[src/rtl/div_unit.sv]
// Iterative radix-2 restoring divider for DIV/DIVU.
// Stalls EX while busy, returns {remainder, quotient}.
module div_unit #(
  parameter int DATA_W = 32,
  parameter int CNT_W  = 6
) (
  input  logic                clk,
  input  logic                rst,
  input  logic                div_start,
  input  logic                div_signed,
  input  logic [DATA_W-1:0]   dividend,
  input  logic [DATA_W-1:0]   divisor,
  input  logic                div_annul,
  output logic                stallreq_for_ex,
  output logic                div_ready,
  output logic [2*DATA_W-1:0] div_result
);

  localparam logic [1:0] S_IDLE  = 2'd0;
  localparam logic [1:0] S_DZERO = 2'd1;
  localparam logic [1:0] S_ON    = 2'd2;
  localparam logic [1:0] S_END   = 2'd3;

  localparam logic [CNT_W-1:0] CNT_LAST = CNT_W'(DATA_W - 1);

  logic [1:0]          state_q, state_d;
  logic [CNT_W-1:0]    cnt_q, cnt_d;
  // {rem, quo}; the top bit of the 65-bit
  // working value is always 0 between steps
  logic [2*DATA_W-1:0] wr_q, wr_d;
  logic [DATA_W-1:0]   dvs_q, dvs_d;
  logic                sgn_a_q, sgn_a_d;
  logic                sgn_b_q, sgn_b_d;
  logic [2*DATA_W-1:0] res_q, res_d;

  logic                neg_a, neg_b;
  logic [DATA_W-1:0]   mag_a, mag_b;
  logic [2*DATA_W:0]   sh;
  logic [DATA_W:0]     trial;
  logic [2*DATA_W-1:0] step;
  logic [DATA_W-1:0]   q_raw, r_raw;
  logic [DATA_W-1:0]   q_fix, r_fix;

  // operand magnitudes and signs seen at start
  always_comb begin
    neg_a = div_signed & dividend[DATA_W-1];
    neg_b = div_signed & divisor[DATA_W-1];
    mag_a = neg_a ? (~dividend + 1'b1) : dividend;
    mag_b = neg_b ? (~divisor + 1'b1) : divisor;
  end

  // one restoring step plus sign fix-up
  always_comb begin
    sh    = {wr_q, 1'b0};
    trial = sh[2*DATA_W:DATA_W] - {1'b0, dvs_q};
    if (!trial[DATA_W]) begin
      step = {trial[DATA_W-1:0],
              sh[DATA_W-1:1], 1'b1};
    end else begin
      step = sh[2*DATA_W-1:0];
    end
    q_raw = step[DATA_W-1:0];
    r_raw = step[2*DATA_W-1:DATA_W];
    q_fix = (sgn_a_q ^ sgn_b_q)
          ? (~q_raw + 1'b1) : q_raw;
    r_fix = sgn_a_q ? (~r_raw + 1'b1) : r_raw;
  end

  // next-state, counter and datapath
  always_comb begin
    state_d = state_q;
    cnt_d   = cnt_q;
    wr_d    = wr_q;
    dvs_d   = dvs_q;
    sgn_a_d = sgn_a_q;
    sgn_b_d = sgn_b_q;
    res_d   = res_q;
    case (state_q)
      S_IDLE: begin
        if (div_start && !div_annul) begin
          cnt_d = '0;
          if (divisor == '0) begin
            wr_d    = {{DATA_W{1'b0}}, dividend};
            state_d = S_DZERO;
          end else begin
            wr_d    = {{DATA_W{1'b0}}, mag_a};
            dvs_d   = mag_b;
            sgn_a_d = neg_a;
            sgn_b_d = neg_b;
            state_d = S_ON;
          end
        end
      end
      S_DZERO: begin
        if (div_annul) begin
          state_d = S_IDLE;
          cnt_d   = '0;
        end else begin
          res_d   = {wr_q[DATA_W-1:0],
                     {DATA_W{1'b1}}};
          state_d = S_END;
        end
      end
      S_ON: begin
        if (div_annul) begin
          state_d = S_IDLE;
          cnt_d   = '0;
        end else begin
          wr_d  = step;
          cnt_d = cnt_q + 1'b1;
          if (cnt_q == CNT_LAST) begin
            res_d   = {r_fix, q_fix};
            state_d = S_END;
          end
        end
      end
      default: begin
        state_d = S_IDLE;
        cnt_d   = '0;
      end
    endcase
  end

  // state and datapath registers
  always_ff @(posedge clk or negedge rst) begin
    if (!rst) begin
      state_q <= S_IDLE;
      cnt_q   <= '0;
      wr_q    <= '0;
      dvs_q   <= '0;
      sgn_a_q <= 1'b0;
      sgn_b_q <= 1'b0;
      res_q   <= '0;
    end else begin
      state_q <= state_d;
      cnt_q   <= cnt_d;
      wr_q    <= wr_d;
      dvs_q   <= dvs_d;
      sgn_a_q <= sgn_a_d;
      sgn_b_q <= sgn_b_d;
      res_q   <= res_d;
    end
  end

  // stall while a division is pending, not in END
  always_comb begin
    stallreq_for_ex = rst & div_start & ~div_annul
                    & (state_q != S_END);
    div_ready  = (state_q == S_END);
    div_result = res_q;
  end

endmodule

[config.mk]
export PLATFORM = sky130hd
export DESIGN_NAME = div_unit
export DESIGN_NICKNAME = d
export VERILOG_FILES = /design/src/rtl/div_unit.sv
export SDC_FILE = /design/constraint.sdc
export NUM_CORES = 1
export LEC_CHECK = 0
export BUFFER_PORTS_ARGS = -buffer_cell sky130_fd_sc_hd__buf_2
export CAP_MARGIN = 0
export CORE_MARGIN = 4
export CORE_UTILIZATION = 55
export DETAILED_ROUTE_END_ITERATION = 16
export PLACE_DENSITY = 0.78
export SYNTH_ARGS = -nofsm -noshare
export SYNTH_HDL_FRONTEND = slang
export SYNTH_SLANG_ARGS = --single-unit
[constraint.sdc]
create_clock -name clk -period 4.9 [get_ports clk]
set_clock_uncertainty 0.2 [all_clocks]
set_input_delay 0.245 -clock clk [delete_from_list [all_inputs] [get_ports clk]]
set_output_delay 0.245 -clock clk [all_outputs]
set_load 0.01 [all_outputs]
---- Word-level counts from Yosys, hierarchy flattened ----
Cells that the tools add are included.
word-level totals
  register bits ........................... 170
  bits in latches ......................... 0
  bits in writable memories ............... 0
  memory bits (read-only) ................. 0
  input port bits ......................... 69
  output and inout port bits .............. 66
  logic and storage cells ................. 70
  memories kept ........................... 0
cells by class
  add/sub/neg operators ................... 6
  multiply operators ...................... 0
  div/mod/pow operators ................... 0
  $lt $le $gt $ge ......................... 0
  eq/ne operators ......................... 11
  shift-type cells ........................ 0
  mux-type cells .......................... 23
  bitwise operators ....................... 12
  reductions and logical operators ........ 11
operator list
  cell                     number
  $mux W64                 6
  $pmux W64 S2             2
  $mux W32                 5
  $add A32 B1 Y32 const B  4
  $not A32 Y32             4
  $sub A33 B32 Y33         1
  $logic_not A32 Y1        1
  $mux W6                  3
  $pmux W6 S3              1
  $ne A2 B2 Y1 const B     6
  $mux W2                  5
  $add A6 B1 Y6 const B    1
  $eq A6 B5 Y1 const B     1
  $pmux W2 S3              1
  $reduce_and A3 Y1        2
  $and A1 B1 Y1            5
  $eq A2 B2 Y1 const B     2
  $reduce_and A2 Y1        2
  $reduce_and A4 Y1        1
  $reduce_bool A2 Y1       2
  $ne A3 B3 Y1 const B     1
  $eq A2 B1 Y1 const B     1
  $logic_not A2 Y1         1
  $not A1 Y1               2
  other kinds (3)          3

---- Longest topological paths before layout ----
Gate-level depths: netlist (run 1).
  depth in word-level cells ............... 8
  mapped depth ............................ 21
  mapped depth without buffers ............ 20

---- Worst setup path before layout (run 1) ----
Ideal clock, no wire load.
  kind .................................... reg-to-reg
  start point ............................. reg wr_q[31]
  end point ............................... reg res_q[60], in the netlist div_result[60]
  data arrival time ....................... 4344 ps
  required time ........................... 4578 ps
  setup slack ............................. 234 ps
  stages on the path, launching flop included .. 20
  buffers on the path ..................... 1
  period minus slack after synthesis ...... 4666 ps
  path through ............................ dfrtp_1 inv_1 ha_1 inv_1 fa_1 a211oi_2 o211a_1 nor3_1 o311a_1 nor3_2 nor2_4 clkinv_1 clkbuf_1 mux2i_1 ha_1 nand3_1 nor2_1 o221ai_1 or4_1 a32o_1
on the way
  word-level cells in the longest chain between the ends .. 8
RTL lines
  what                    RTL line  text
  start, declared         30        logic [2*DATA_W-1:0] wr_q, wr_d;
  start signal, assigned  137       wr_q <= wr_d;
  $sub A33 B32 Y33        55        trial = sh[2*DATA_W:DATA_W] - {1'b0, dvs_q};
  $mux W64 *              56        if (!trial[DATA_W]) begin
  $not A32 Y32            66        r_fix = sgn_a_q ? (~r_raw + 1'b1) : r_raw;
  $add A32 B1 Y32         66
  $mux W32 *              66
  $mux W64 *              111       if (cnt_q == CNT_LAST) begin
  $mux W64 *              105       if (div_annul) begin
  $pmux W64 S2 *          78        case (state_q)
  end signal, assigned    141       res_q <= res_d;
  end, declared           34        logic [2*DATA_W-1:0] res_q, res_d;
Every way passes the cells marked *; elsewhere a longest branch is shown, timed or not. The select of a mux whose other input is x is not followed.
A chain may end at the register's enable or synchronous reset.

---- Worst setup path in the final report (run 1) ----
Ends and elaborated chain as after synthesis.

==> results.cfg, run 1 <==
[worst_setup_path]
r2r_cells = 16
timing.rr.start = wr_q[31]
start_kind = flop
endpoint_kind = flop
setup.worst_path.class = flop to flop
cp.arrival_ns = 4.79
reg2reg_slack_ns = 0.24
path_max_fanout = 12
crit_start = wr_q[31]
timing.rr.end = div_result[60]
required_ns = 5.03

[floorplanning]
coreArea_um2 = 22100
die_w_um = 159
initial_core_util_pct = 56.8
pin_count = 135
die_area_um2 = 25300
rows = 54
die_h_um = 159

[timing]
finalSetupViolations = 0
relSlewSlack_pct = 25.4
finalCriticalPeriod_ns = 4.66
slew_violations = 0
max_clock_freq_mhz = 215
finalCritPeriodShare_pct = 95.1
rsz0062_at_grt = true
worst_pin_slew_ns = 1.11
hold_viol = 0
tns_ns = 0

[placement]
dpl.cell_count = 1930
dp.final_hpwl_um = 26000
port_buffers = 134
place_congestion = 0.933

[final_layout]
layoutNonFillerInstCount = 1994
seqCellArea_um2 = 4250
nFillCells = 1855
drive_gt1_share_pct = 13.6
fin_nets = 1813
multi_input_area_um2 = 7750
insertedDiodeCount = 0
areaGrowthSynthToFinish_pct = 14.8

[synth]
syn_area_per_cell_um2 = 7.91
synth_flop_cell = dfrtp_1
yosysUniqueCellTypes = 82
syn_area_um2 = 12500
async_reset_ff_share_pct = 100
ys_ff_latch = 170
synth_nets = 1697
synth_edf_count = 0
ys_seq_area_share_pct = 33.9
ys_warn_count = 0
syn_inst = 1586

[grt]
antenna_found_initial = 0
grt_overflow_total = 0
grt_usage_pct = 27.0
grt_pass1_wl_um = 57400
grt_pass1_vias = 11358
grt_max_degree = 75

[clock_tree]
clockBufferDepth = 2
cts_made_buffers = 17
clkLatencyLatePin_ns = 0.44
htreeDepth = 4
clock-sinks = 170
root_buffer = clkbuf_16
path_clk_slew_ns = 0.07
cts_tree = built

[min_path]
min_to = dvs_q[0]
hold_path.class = input port to flop
min_path_cells = 3
hp-start = divisor[0]

[pwr]
p_leak_nw = 6.34
power_density_nw_per_um2 = 713
ir_worst_vdd_uv = 445
p_total_mw = 10.3

[run]
max-cap-violations = 0

[routing]
drtIter0Drc = 1130
wire_per_inst_um = 17.6
route.detailed.drc = 0
ant_nets = 0
drtPass1Iterations = 6
wl_um = 35200
viasPerCell = 6.12
via_count = 12195

[status]
status = finished clean
[cells by family after synthesis]
family,share of synthesized area (%)
buffers and inverters,4.92
DFF,33.9
adders and majority gates,4.25
muxes,3.33
AOI/OAI and AO/OA,24.8
and+or+nand+nor,19.5
xor gates and xnor gates,9.29
[cells in the final DEF (no fill, tap or decap), drive strengths merged, types with 19 or more instances in the layout]
cell         Yosys  final
or4             19     19
or3             20     20
ha              41     41
dfrtp          170    170
xnor2           60     60
nand2          177    177
a21o            20     20
nor3            33     33
o21ai          172    172
a21oi          173    173
nor2           173    173
inv             64     69
xor2            73     73
o31ai           23     23
dlygate4sd3      0     32
buf             19    158
mux2i           35     35
[power by group]
group,internal [mW],switching (mW)
Sequential,1.97,0.558
Clock,0.762,0.613
Combinational,2.47,3.89
Total,5.20,5.06
[registers in the layout (all words and copies together) (netlist names)]
| register | count |
|---|---|
| wr_q | 64 |
| div_result | 64 |
| dvs_q | 32 |
| state_q | 2 |
| cnt_q | 6 |
| sgn_b_q | 1 |
| sgn_a_q | 1 |
[cell type report]
| class | count | share of cell area [%] |
|---|---|---|
| Timing Repair Buffer | 190 | 8.36 |
| Clock buffer | 17 | 2.96 |
| Sequential cell | 170 | 29.6 |
| Clock inverter | 14 | 1.15 |
| Multi-Input combinational cell | 1258 | 53.8 |
| Inverter | 65 | 1.72 |
| Tap cell | 280 | 2.43 |
[layer usage]
| layer | global-route usage (%) | vias up | routed length [um] |
|---|---|---|---|
| met5 | 0 | - | 0 |
| met4 | 8.95 | 0 | 1100 |
| met3 | 3.83 | 67 | 2420 |
| met2 | 42.5 | 500 | 15800 |
| met1 | 38.6 | 5753 | 15800 |
| li1 | - | 5875 | - |
[cells in the mapped netlist, types with 14 or more instances]
cell type / count / share of area (%)
a21o_1: 20 / 1.2
nand2_1: 177 / 5.3
nor2_1: 172 / 5.1
inv_1: 64 / 1.9
clkbuf_1: 73 / 2.2
a21oi_1: 172 / 6.9
nand3_1: 18 / 0.72
nor3_1: 32 / 1.3
buf_2: 15 / 0.60
xnor2_1: 60 / 4.2
or3_1: 19 / 0.95
o31ai_1: 22 / 1.3
mux2i_1: 35 / 2.8
ha_1: 41 / 4.1
xor2_1: 73 / 5.1
o21a_1: 16 / 0.96
or4_1: 16 / 0.96
and3_1: 14 / 0.70
dfrtp_1: 170 / 34
o21ai_0: 167 / 6.7
a31oi_1: 18 / 0.90
[critical path: stages, from the launching register on]
cell and delay [ns]:
dfrtp_1 0.42, inv_1 0.09, ha_1 0.17, inv_1 0.05, fa_1 0.43, a211oi_4 0.30, o211a_1 0.25, nor3_1 0.10
o311a_1 0.36, o21a_1 0.23, nor2_4 0.18, clkinvlp_4 0.20, buf_4 0.24, o31ai_2 0.36, o221ai_1 0.27, or4_1 0.45
a32o_1 0.25
[through the flow]
| step | setup slack, ns | hold WS [ns] | cell area, um^2 | util, % |
|---|---|---|---|---|
| after floorplan | 0.234 | -0.251 | 12500 | - |
| after global placement | 0.269 | 0.0807 | 13400 | 60.8 |
| after detailed placement | 0.180 | 0.0881 | 13400 | 60.8 |
| after CTS | 0.130 | 0.00270 | 14300 | 64.9 |
| after global routing | -0.0492 | 0.0139 | 14400 | 65.1 |
| final | 0.238 | 0.0116 | 14400 | 65.1 |
[worst max-delay path by stage]
stage | cells after the start | endpoint | slack (ns)
floorplan | 19 | div_result[60] | 0.23
global placement | 18 | div_result[60] | 0.27
detailed placement | 18 | div_result[60] | 0.18
CTS | 18 | div_result[60] | 0.13
global route | 18 | div_result[60] | -0.05
finish | 16 | div_result[60] | 0.24
[what timing repair did]
item / in CTS / in global routing
endpoints found under the hold margin: 94 / 0
hold buffers: 32 / 0
setup endpoints to repair: 0 / 12
setup buffers: 0 / 1
resized for setup: 0 / 8
No activity file was read; power rests on OpenSTA's default activity.
==> run 2: changes to the inputs <==
--- a/constraint.sdc
+++ b/constraint.sdc
@@ -4,2 +4,2 @@
 set_output_delay 0.245 -clock clk [all_outputs]
-set_load 0.01 [all_outputs]
+set_load 0.05 [all_outputs]
==> run 2 against run 1 <==
Compared with the run above:
- worst hold slack barely moved
- first-iteration DRC count rose by 12%
- combinational power rose by 12%
- die area did not move
- non-clock buffer count fell by 1
- maximum frequency barely moved
- clock power rose by 4%
- count of clock-buffer cells in the layout did not move
- highest routed layer unchanged
- design area rose by 0.15%
- routed wire length rose by 0.67%
==> results.cfg, run 2 (synthesized netlist as in run 1, its figures left out) <==
[worst_setup_path]
cp_cell_sequence = inv_1 > ha_1 > inv_1 > fa_1 > a211oi_4 > o211a_1 > nor3_1 > o311a_1 > o21a_1 > nor2_4 > clkinvlp_4 > buf_4 > o31ai_2 > o221ai_1 > nor3_1 > nand3_1 > a32o_1
endpoint_kind = flop
worst-path-buf-inv = 4
slowest_delay_ns = 0.43
cp_top_family = compound AO/OA/AOI/OAI gates
setup.worst_path.class = flop to flop
start_kind = flop
cp.arrival_ns = 4.78
required_ns = 5.02
critPathSlowestCell = dfrtp_1
path_max_fanout = 12

[timing]
finalCritPeriodShare_pct = 95.1
holdWs_ns = 0.0118
worst_pin_slew_ns = 1.13
finalCriticalPeriod_ns = 4.66
hold_viol = 0
relSlewSlack_pct = 24.5
max_clock_freq_mhz = 215
rsz0062_at_grt = true
worst_slack_ns = 0.240
finalSetupViolations = 0
slew_violations = 0

[run]
max-cap-violations = 0

[placement]
dp_slack_ns = 0.190
port_buffers = 134
placed_cell_area_um2 = 13400
place_congestion = 0.934
dp.final_hpwl_um = 25800

[routing]
viasPerCell = 6.10
drtPass1Iterations = 5
wire_per_inst_um = 17.8
ant_nets = 0
drtIter0Drc = 1261
route.detailed.drc = 0
via_count = 12163
wl_um = 35400

[floorplanning]
coreArea_um2 = 22100
die_w_um = 159
pin_count = 135
initial_core_util_pct = 56.8
die_area_um2 = 25300
die_h_um = 159
rows = 54

[final_layout]
multi_input_area_um2 = 7750
areaGrowthSynthToFinish_pct = 14.9
fin_area_um2 = 14400
nFillCells = 1899
layout_common_cells = nand2_1 (177), nor2_1 (171), a21oi_1 (170), dfrtp_1 (170), o21ai_0 (167)
insertedDiodeCount = 0
drive_gt1_share_pct = 13.5
mostFrequentLayoutCell = nand2_1
seqCellArea_um2 = 4250
utilization_pct = 65.2
fin_nets = 1812

[grt]
grt_pass1_wl_um = 58400
grt_pass1_vias = 11578
grt_overflow_total = 0
grt_usage_pct = 27.5
antenna_found_initial = 0
grt_max_degree = 100

[clock_tree]
cts_made_buffers = 17
clkLatencyLatePin_ns = 0.43
htreeDepth = 4
root_buffer = clkbuf_16
path_clk_slew_ns = 0.07
clock-sinks = 170
cts_tree = built
postCtsSetupBuffers = 0
clockBufferDepth = 2

[min_path]
hold_path.class = input port to flop

[pwr]
p_total_mw = 11.1
p_leak_nw = 6.34
power_density_nw_per_um2 = 767
ir_worst_vdd_uv = 315

[status]
status = finished clean
==> run 2: changes by cell type in the layout (fill, tap and decap cells not counted), sizes merged <==
cell	previous run	this run
dlygate4sd3	32	33
clkinvlp	4	5
buf	158	156
clkinv	4	2
bufinv	2	3
==> run 2: cell type report <==
cell class	instances	share of cell area, %
clock inverters	14	1.29
flip-flops and latches	170	29.5
inverters	65	1.72
multi-input cells	1258	53.8
repair buffers	189	8.31
clock buffers	17	2.95
well taps	280	2.43
==> run 2: path summary, 6_finish.rpt <==
path	startpoint	end	slack, ns	cells past startpoint
setup reg to reg	wr_q[31]	div_result[61]	0.24	17
hold / removal	dividend[31]	sgn_a_q	0.01	3
setup / recovery	wr_q[31]	div_result[61]	0.24	17
min in group asynchronous	rst	div_result[5]	0.28	2
hold reg to reg	cnt_q[5]	cnt_q[5]	0.28	1
max in group asynchronous	rst	dvs_q[5]	2.68	3
==> run 2: power breakdown <==
| group | internal, mW | switching (mW) | total [mW] |
|---|---|---|---|
| Clock | 0.813 | 0.614 | 1.43 |
| Combinational | 2.47 | 4.63 | 7.10 |
| Sequential | 1.97 | 0.564 | 2.53 |
| Total | 5.25 | 5.81 | 11.1 |
==> run 2: worst reg2reg max path: cells and delay by family (launching register included) <==
| kind | cells | cell delay [ns] |
|---|---|---|
| buf+inv | 4 | 0.59 |
| fa+ha+maj | 2 | 0.61 |
| compound gates | 7 | 2.08 |
| simple gates | 4 | 0.66 |
| flops | 1 | 0.43 |
==> run 2: through the flow <==
stage	TNS, ns	std cells
floorplan	0	1586
global placement	0	1929
detailed placement	0	1929
CTS	0	1993
global route	-0.190	1993
finish	0	1993
==> run 2: repair_timing <==
item	4_1_cts	5_1_grt
gates resized for setup	0	10
setup endpoints to repair	0	13
hold buffers	33	0
endpoints found under the hold margin	128	0
==> run 2: routing by layer <==
layer	share of wire [%]	track usage, %
met4	1.6	6.51
met2	46	44.4
met5	0	0
met1	44	39.1
met3	7.7	4.79
==> run 3: changes to the inputs <==
Settings changed: CORE_ASPECT_RATIO from default to 0.6, GPL_TIMING_DRIVEN from default to 0.
==> run 3 against run 2 <==
Compared with the run above:
- routed wire length up 23%
- count of clock-buffer cells in the layout up 3
- design area up 3.2%
- sequential share of layout area down 0.92 points
- register-to-register slack worse by 0.19 ns
- power up 7.0%
- worst hold slack better by 0.025 ns
- highest routed layer unchanged
==> results.cfg, run 3 (synthesized netlist as in run 1, its figures left out) <==
[clock_tree]
path_clk_slew_ns = 0.07
htreeDepth = 4
cts_made_buffers = 17
clockBufferDepth = 2
clock-sinks = 170
cts_tree = built
root_buffer = clkbuf_16
clkLatencyLatePin_ns = 0.46

[worst_setup_path]
endpoint_kind = flop
cp_top_family = compound AO/OA/AOI/OAI gates
slowest_delay_ns = 0.47
path_max_fanout = 10
crit_start = wr_q[31]
required_ns = 5.04
critPathSlowestCell = or4_4
timing.rr.start = wr_q[31]
setup.worst_path.class = flop to flop
start_kind = flop
worst-path-buf-inv = 5
cp_cell_sequence = inv_4 > ha_1 > inv_1 > fa_2 > a211oi_2 > o211a_1 > nor3_2 > o311a_4 > o21a_4 > nor2_4 > clkinv_4 > clkbuf_16 > mux2i_4 > ha_4 > buf_4 > and3_1 > o221ai_4 > or4_4 > a32o_1
cp.arrival_ns = 4.99

[routing]
drtIter0Drc = 1724
wl_um = 43600
via_count = 13220
route.detailed.drc = 0
drtPass1Iterations = 8
viasPerCell = 6.27
wire_per_inst_um = 20.7
ant_nets = 0

[grt]
antenna_found_initial = 0
grt_pass1_vias = 12100
grt_overflow_total = 0
grt_max_degree = 109
grt_usage_pct = 33.7
grt_pass1_wl_um = 67600

[final_layout]
nFillCells = 1880
mostFrequentLayoutCell = nand2_1
layout_common_cells = nand2_1 (177), a21oi_1 (171), nor2_1 (170)
drive_gt1_share_pct = 14.1
fin_nets = 1897
insertedDiodeCount = 0
areaGrowthSynthToFinish_pct = 18.7

[timing]
hold_viol = 0
relSlewSlack_pct = 24.4
finalCritPeriodShare_pct = 99.0
slew_violations = 0
worst_pin_slew_ns = 1.13
max_clock_freq_mhz = 206
rsz0062_at_grt = true
tns_ns = 0
holdWs_ns = 0.0369
finalSetupViolations = 0
worst_slack_ns = 0.0488
finalCriticalPeriod_ns = 4.85

[floorplanning]
die_area_um2 = 25400
initial_core_util_pct = 56.4
die_w_um = 203
rows = 42
die_h_um = 125
coreArea_um2 = 22200
pin_count = 135

[pwr]
p_leak_nw = 6.51
ir_worst_vdd_uv = 517
p_total_mw = 11.8
power_density_nw_per_um2 = 795

[run]
max-cap-violations = 0

[min_path]
hold_path.class = input port to flop
hp-start = dividend[14]

[placement]
dp.final_hpwl_um = 33200
dp_slack_ns = -1.64
place_congestion = 0.999
port_buffers = 133

[status]
status = finished clean
-- run 3: cell count changes in the layout (fill, tap and decap cells not counted), moves of 4 or more --
cell,before,now
buf_4,20,12
mux2i_1,33,29
mux2i_2,1,5
buf_2,133,143
dlygate4sd3_1,33,37
clkbuf_1,0,75
-- run 3: path summary, 6_finish.rpt --
check / depth (start not counted) / endpoint / slack [ns]
min in group asynchronous: 2 / dvs_q[2] / 0.14
max: 19 / div_result[60] / 0.05
min: 5 / wr_q[14] / 0.04
max reg2reg: 19 / div_result[60] / 0.05
max in group asynchronous: 3 / wr_q[31] / 3.44
min reg2reg: 1 / div_result[35] / 0.28
-- run 3: what timing repair did --
action,4_1_cts,5_1_grt
gates resized for setup,28,26
buffers inserted,8,2
pin swaps,8,5
hold endpoints to repair,97,0
hold buffers,37,0
endpoints found under the setup margin,73,35
-- run 3: layer usage --
metal	share of wire, %	vias to the layer above	GRT usage, %	wire (um)
met3	14	56	10.9	6000
met1	45	6303	53.4	19700
li1	-	6024	-	-
met5	0	-	0	0
met2	40	837	44.6	17300
met4	1.3	0	6.46	581
-- run 3: area by class of cell --
cell class,instances,area (um^2),area share (%)
flip-flops and latches,170,4260,28.6
clock inverters,12,139,0.933
clock buffers,20,437,2.93
repair buffers,181,1150,7.72
multi-input cells,1258,7860,52.8
plain buffers,93,408,2.74
well taps,308,385,2.59
inverters,65,251,1.69
-- run 3: power by group --
group	internal [mW]	switching [mW]	total (mW)	leakage (nW)
combinational	2.67	5.28	7.96	4.13
clock	0.756	0.625	1.38	0.268
sequential	1.97	0.524	2.50	2.11
-- run 3: stage by stage --
stage	instances	utilization (%)	area [um^2]
2_1_floorplan	1586	-	12500
6_report	2107	66.9	14900
3_5_place_dp	2028	61.3	13600
4_1_cts	2105	66.5	14800
3_3_place_gp	2027	61.1	13600
5_1_grt	2107	66.9	14900
-- run 3: worst register-to-register path, cell delays in order, from the launching register on --
cell and delay (ns):
dfrtp_2 0.43, inv_4 0.13, ha_1 0.19, inv_1 0.06
fa_2 0.37, a211oi_2 0.24, o211a_1 0.26, nor3_2 0.11
o311a_4 0.42, o21a_4 0.26, nor2_4 0.15, clkinv_4 0.08
clkbuf_16 0.18, mux2i_4 0.27, ha_4 0.19, buf_4 0.11
and3_1 0.19, o221ai_4 0.15, or4_4 0.47, a32o_1 0.27
